<file path="config.mk">
export PLATFORM = sky130hd
export DESIGN_NAME = count_capture
export DESIGN_NICKNAME = d
export VERILOG_FILES = /design/src/rtl/count_capture.sv
export SDC_FILE = /design/constraint.sdc
export NUM_CORES = 1
export LEC_CHECK = 0
export CELL_PAD_IN_SITES_DETAIL_PLACEMENT = 1
export CELL_PAD_IN_SITES_GLOBAL_PLACEMENT = 2
export CORE_MARGIN = 2
export CORE_UTILIZATION = 33
export CTS_CLUSTER_DIAMETER = 30
export CTS_CLUSTER_SIZE = 25
export DETAILED_ROUTE_END_ITERATION = 7
export PLACE_DENSITY_LB_ADDON = 0.1
export SLEW_MARGIN = 20
export SYNTH_ARGS = -nofsm -noshare
export SYNTH_HDL_FRONTEND = slang
export SYNTH_SLANG_ARGS = --single-unit
</file>
<file path="constraint.sdc">
create_clock -name clk -period 3.25 [get_ports clk]
set_input_delay 0.4875 -clock clk [delete_from_list [all_inputs] [get_ports clk]]
set_output_delay 0.4875 -clock clk [all_outputs]
set_load 0.01 [all_outputs]
</file>
<file path="src/rtl/count_capture.sv">
// Event timestamp capture: samples count_in on each rising edge of event_in into a
// show-ahead FIFO that a consumer drains with a valid/ready handshake.
module count_capture #(
  parameter int WIDTH = 8,
  parameter int DEPTH = 4
) (
  input  logic                     clk,
  input  logic                     rst,
  input  logic [WIDTH-1:0]         count_in,
  input  logic                     event_in,
  input  logic                     rd_ready,
  output logic                     rd_valid,
  output logic [WIDTH-1:0]         rd_data,
  output logic [$clog2(DEPTH):0]   level,
  output logic                     overflow,
  input  logic                     clear_ovf
);

  localparam int PW = $clog2(DEPTH);
  localparam int LW = PW + 1;
  localparam logic [LW-1:0] FULL = LW'(DEPTH);

  logic [WIDTH-1:0] mem [DEPTH];
  logic [PW-1:0]    wr_ptr;
  logic [PW-1:0]    rd_ptr;
  logic [LW-1:0]    level_q;
  logic             event_q;
  logic             ovf_q;

  logic ev_edge;
  logic pop;
  logic push;
  logic drop;

  always_comb begin
    ev_edge = event_in & ~event_q;
    pop     = rd_valid & rd_ready;
    // A full FIFO still accepts a capture when the head leaves in the same cycle.
    push    = ev_edge & ((level_q != FULL) | pop);
    drop    = ev_edge & (level_q == FULL) & ~pop;
  end

  // event_q resets high so a level already high at reset release is not an edge.
  always_ff @(posedge clk) begin
    if (!rst) begin
      event_q <= 1'b1;
      wr_ptr  <= '0;
      rd_ptr  <= '0;
      level_q <= '0;
      ovf_q   <= 1'b0;
    end else begin
      event_q <= event_in;
      if (push) wr_ptr <= wr_ptr + 1'b1;
      if (pop)  rd_ptr <= rd_ptr + 1'b1;
      case ({push, pop})
        2'b10:   level_q <= level_q + 1'b1;
        2'b01:   level_q <= level_q - 1'b1;
        default: level_q <= level_q;
      endcase
      if (drop)
        ovf_q <= 1'b1;
      else if (clear_ovf)
        ovf_q <= 1'b0;
    end
  end

  always_ff @(posedge clk) begin
    if (rst && push) mem[wr_ptr] <= count_in;
  end

  always_comb begin
    rd_valid = (level_q != '0);
    rd_data  = rd_valid ? mem[rd_ptr] : '0;
    level    = level_q;
    overflow = ovf_q;
  end

endmodule

</file>
# After elaboration in Yosys (flattened, before gate mapping)

Memory sizes are Yosys's and may differ from the RTL's. A register that Yosys moved wholly into a read port is not among the register bits.
Index checks and enable logic that the tools add are counted.

Flip-flop bits (word level): 9
RAM bits: 32
Input port bits: 13
Output and inout bits: 13
Word-level logic and storage cells: 34
Memories: 1

Memory list:

| memory | depth | width | rd ports | clocked after Yosys merged registers in | wr ports | line | text |
|---|---|---|---|---|---|---|---|
| mem    | 4     | 8     | 1        | 1                                       | 1        | 23   | `logic [WIDTH-1:0] mem [DEPTH];` |

Add/sub/neg operators: 4
Equality and inequality tests: 4
Muxes and demuxes: 8
Bitwise logic cells: 8
Reduce and logical (&&, ||, !) cells: 4

Operators with widths:

| operator                                                           | number |
|---|---|
| 8-bit 2-to-1 mux                                                   | 1 |
| 3-bit case mux with 2 select lines                                 | 1 |
| 1-bit bitwise AND                                                  | 5 |
| 2-bit by 1-bit adder with 2-bit output, second input constant      | 2 |
| 1-bit 2-to-1 mux                                                   | 4 |
| 2-bit 2-to-1 mux                                                   | 2 |
| 2-bit nonzero test                                                 | 2 |
| 3-bit by 1-bit adder with 3-bit output, second input constant      | 1 |
| 3-bit == test, second input constant                               | 1 |
| 3-bit != test, second input constant                               | 1 |
| 3-bit nonzero test                                                 | 1 |
| 3-bit by 1-bit subtractor with 3-bit output, second input constant | 1 |
| 2-bit by 1-bit == test with 1-bit output, second input constant    | 1 |
| 2-bit == test, second input constant                               | 1 |
| 1-bit NOT                                                          | 2 |
| 1-bit logical AND                                                  | 1 |
| 1-bit OR                                                           | 1 |

# Logic depth before layout (Yosys ltp)

Depth in word-level cells: 7
Mapped depth: 9
Mapped depth without buffers: 9

# Worst setup path before layout

Ideal clock, no wire load.

Path kind: input -> register
Start point: input rd_ready
End point: register level_q[2] (netlist: level[2])
Data arrival time: 2.065 ns
Data required time: 3.174 ns
Path slack: 1.109 ns
Stages on the path: 9
Buffers on the path: 0
Cell sequence: nor4b_4 nor3b_4 inv_1 ha_1 inv_1 fa_1 xor2_1 or3_1 a21boi_0

Cells in the longest elaborated chain, start to end: 5

RTL lines:

| element                                                                   | line | text |
|---|---|---|
| from (decl)                                                               | 11   | `input logic rd_ready,` |
| 1-bit bitwise AND (*)                                                     | 37   | `pop = rd_valid & rd_ready;` |
| 1-bit OR                                                                  | 39   | `push = ev_edge & ((level_q != FULL) \| pop);` |
| 1-bit bitwise AND                                                         | 39   |  |
| 2-bit by 1-bit == test with 1-bit output or 2-bit == test (tied branches) | 55   | `case ({push, pop})` |
| 3-bit case mux with 2 select lines or 2-bit nonzero test (tied branches)  | n/a  |  |
| to (signal assigned)                                                      | 56   | `2'b10: level_q <= level_q + 1'b1;` |
| to (signal assigned)                                                      | 57   | `2'b01: level_q <= level_q - 1'b1;` |
| to (signal assigned)                                                      | 58   | `default: level_q <= level_q;` |
| to (decl)                                                                 | 26   | `logic [LW-1:0] level_q;` |

Every way passes the cells marked *; elsewhere a longest branch is shown, timed or not.
A chain may end at the register's enable or synchronous reset.

==> results.toml <==
[sta]
slew_headroom_pct = 62.8
hold_viol_final = 0
skew_ns = 0.00324
setup_tns_ns = 0
worstMarginPinSlew_ns = 0.558
fin_crit_ns = 2.66
drv_slew = 0
fmax_mhz = 377
rsz0062_at_grt = "false"
fin_crit_sh_pct = 81.7
setup_viol = 0

[critical_path]
crit_path_end_kind = "output pin"
endpoint = "rd_data[6]"
slowest_stage = "dfxtp_1"
worstPathArrival_ns = 2.17
worst-path-buf-inv = 1
cp_max_fo = 8
cp_slowest_stage_delay_ns = 0.68
critPathRequiredTime_ns = 2.76
cp_top_family = "flip-flops"
crit_type = "flip-flop to output pin"
path_cells = "mux4_2, nor2b_1, clkdlybuf4s50_1"
r2r_setup_slack_ns = 0.90
cp-start-kind = "flip-flop"
rr_worst_depth = 9
worstReg2RegStart = "level[0]"
worst_r2r_endpoint = "level[2]"
cp_num_cells = 3

[worst_hold_path]
worstHoldStart = "overflow"
hp-class = "flip-flop to flip-flop"

[run_status]
status = "completed"

[route]
wl_per_cell_um = 15.4
first_iter_violations = 42
viasPerCell = 4.73
drcViolationCount = 0
ant_nets = 0
vias = 997
first_pass_iters = 4
drt_wl_total_um = 3250

[die]
die_h_um = 77.8
io_pins = 26
rows = 26
die_x_um = 77.8
initial_core_util_pct = 34.8
core-area_sq_um = 5170
design.die.area_sq_um = 6060

[global_routing]
grt_pass1_wl_um = 5440
grt_max_degree = 17
grtUsageTotal_pct = 11.9
grt_overflow_total = 0
antenna_found_initial = 0
grt_pass1_vias = 1063

[logic_synthesis]
synth_cell_types = 28
synthCells = 111
ys_warn_count = 0
synth_area_sq_um = 1800
seq_area_frac_synth_pct = 65.7
synth-seq-cells = 43
syn_avg_cell_area_sq_um = 16.2
synth_nets = 130

[clock_tree]
clock_path_buffers = 2
cts_tree = "yes"
cts_made_buffers = 5
clock-sinks = 43
root_buffer = "clkbuf_8"
clkTransAtPathRegs_ns = 0.07
hold_buffers = 0
h-tree-depth = 2
cts_resized = 0
cts_setup_buffers = 0
clock_latency_ns = 0.28

[final_layout]
fin_nets = 159
layout-drive-gt1-share_pct = 13.5
num_antenna_cells = 0
area_growth_pct = 22.9
multiInputGateArea_sq_um = 566
final_util_pct = 42.7
seq_area_sq_um = 1180
n_fill_cell = 516

[power_and_ir_drop]
power_mw = 1.37
p_clk_share_pct = 24.7
sw_frac_of_total_pct = 27.0
p_seq_share_pct = 48.2
power.leakage_nw = 0.718
p_comb_share_pct = 27.1
powerDensity_nw_per_um2 = 620
p_int_mw = 1.00
irDropWorstVdd_uv = 227
p_switching_mw = 0.370

[placed_design]
io_buffers = 25
gp_congestion = 0.693
dp_hpwl_um = 2270

[run]
maxCapViolCount = 0
worst min path at each step:
stage / to / cells past startpoint
floorplan: flip-flop / 2
global placement: rd_ptr[1] / 2
detailed placement: overflow / 2
CTS: overflow / 2
global route: overflow / 2
finish: overflow / 2
cell families after synthesis:
group	count (synthesis)	synth area share, %
DFF	43	65.7
AOI/OAI and AO/OA	8	2.64
adders and majority gates	6	4.59
and+or+nand+nor	31	12.1
buffers and inverters	11	2.85
xor gates and xnor gates	2	0.974
muxes	10	11.1
tightest hold or removal path: stages (launching register included):
cell      delay (ns)
dfxtp_1         0.32
nand2b_1        0.06
a21boi_0        0.08
Yosys cell counts:
library cell / n / share of area (%)
ha_1: 5 / 3.5
or3_1: 2 / 0.70
a21boi_1: 1 / 0.42
mux2i_1: 2 / 1.1
o21ai_0: 5 / 1.4
nor3b_4: 1 / 1.0
inv_1: 7 / 1.5
nor2b_1: 8 / 2.8
xnor2_1: 1 / 0.49
and3_1: 4 / 1.4
and2_1: 2 / 0.70
mux4_2: 8 / 10
buf_6: 1 / 0.63
clkbuf_2: 1 / 0.28
dfxtp_1: 11 / 12
nand2b_1: 2 / 0.70
nand2_1: 7 / 1.5
clkbuf_1: 1 / 0.21
nor4b_4: 1 / 1.3
nand3b_1: 1 / 0.42
a21boi_0: 2 / 0.83
nand4bb_1: 1 / 0.63
buf_2: 1 / 0.28
nor3_2: 1 / 0.56
and2b_1: 1 / 0.42
xor2_1: 1 / 0.49
edfxtp_1: 32 / 53
fa_1: 1 / 1.1
through the flow:
step                      hold WS (ns)  setup slack, ns  instance area, sq um  instances
final                            0.502            0.595                  2210        211
after detailed placement         0.496            0.433                  2120        203
after CTS                        0.512            0.507                  2210        211
after global routing             0.544            0.425                  2210        211
after global placement           0.468            0.512                  2120        203
after floorplan                  0.456             1.11                  1800        111
layout make-up:
| cell class | instances | area share, % |
|---|---|---|
| flip-flops and latches | 43 | 53.5 |
| multi-input cells | 57 | 25.6 |
| repair buffers | 26 | 11.7 |
| well taps | 70 | 3.96 |
| clock buffers | 7 | 3.91 |
| inverters | 7 | 1.19 |
| clock inverters | 1 | 0.227 |
sequential cells by signal, summed over array words and instances, names as in the netlist, named ones only:
signal and count:
mem 32, level 3, rd_ptr 2, wr_ptr 2
event_q 1, overflow 1
layout by cell type, fill, tap and decap left out, types with 2 or more instances in the layout:
cell type        synthesis  layout
a21boi_0                 2       2
and2_1                   2       2
and3_1                   4       4
clkbuf_8                 0       6
clkdlybuf4s50_1          0      25
dfxtp_1                 11      11
edfxtp_1                32      32
ha_1                     5       5
inv_1                    7       7
mux2i_1                  2       2
mux4_2                   8       8
nand2_1                  7       7
nand2b_1                 2       2
nor2b_1                  8       8
o21ai_0                  5       5
or3_1                    2       2
power by group through the flow:
stage	combinational, mW	clock (mW)	sequential, mW
after CTS	0.382	0.353	0.664
after floorplan	0.220	0	0.652
after global placement	0.367	0	0.676
after global routing	0.405	0.370	0.670
after detailed placement	0.381	0	0.676
final	0.372	0.339	0.660
routing by layer:
metal	part of all wire, %	GRT usage, %
met5	0	0
met4	1.1	4.29
met3	3.6	3.26
met2	52	21.0
met1	44	13.8
No activity file was read; power rests on OpenSTA's default activity.
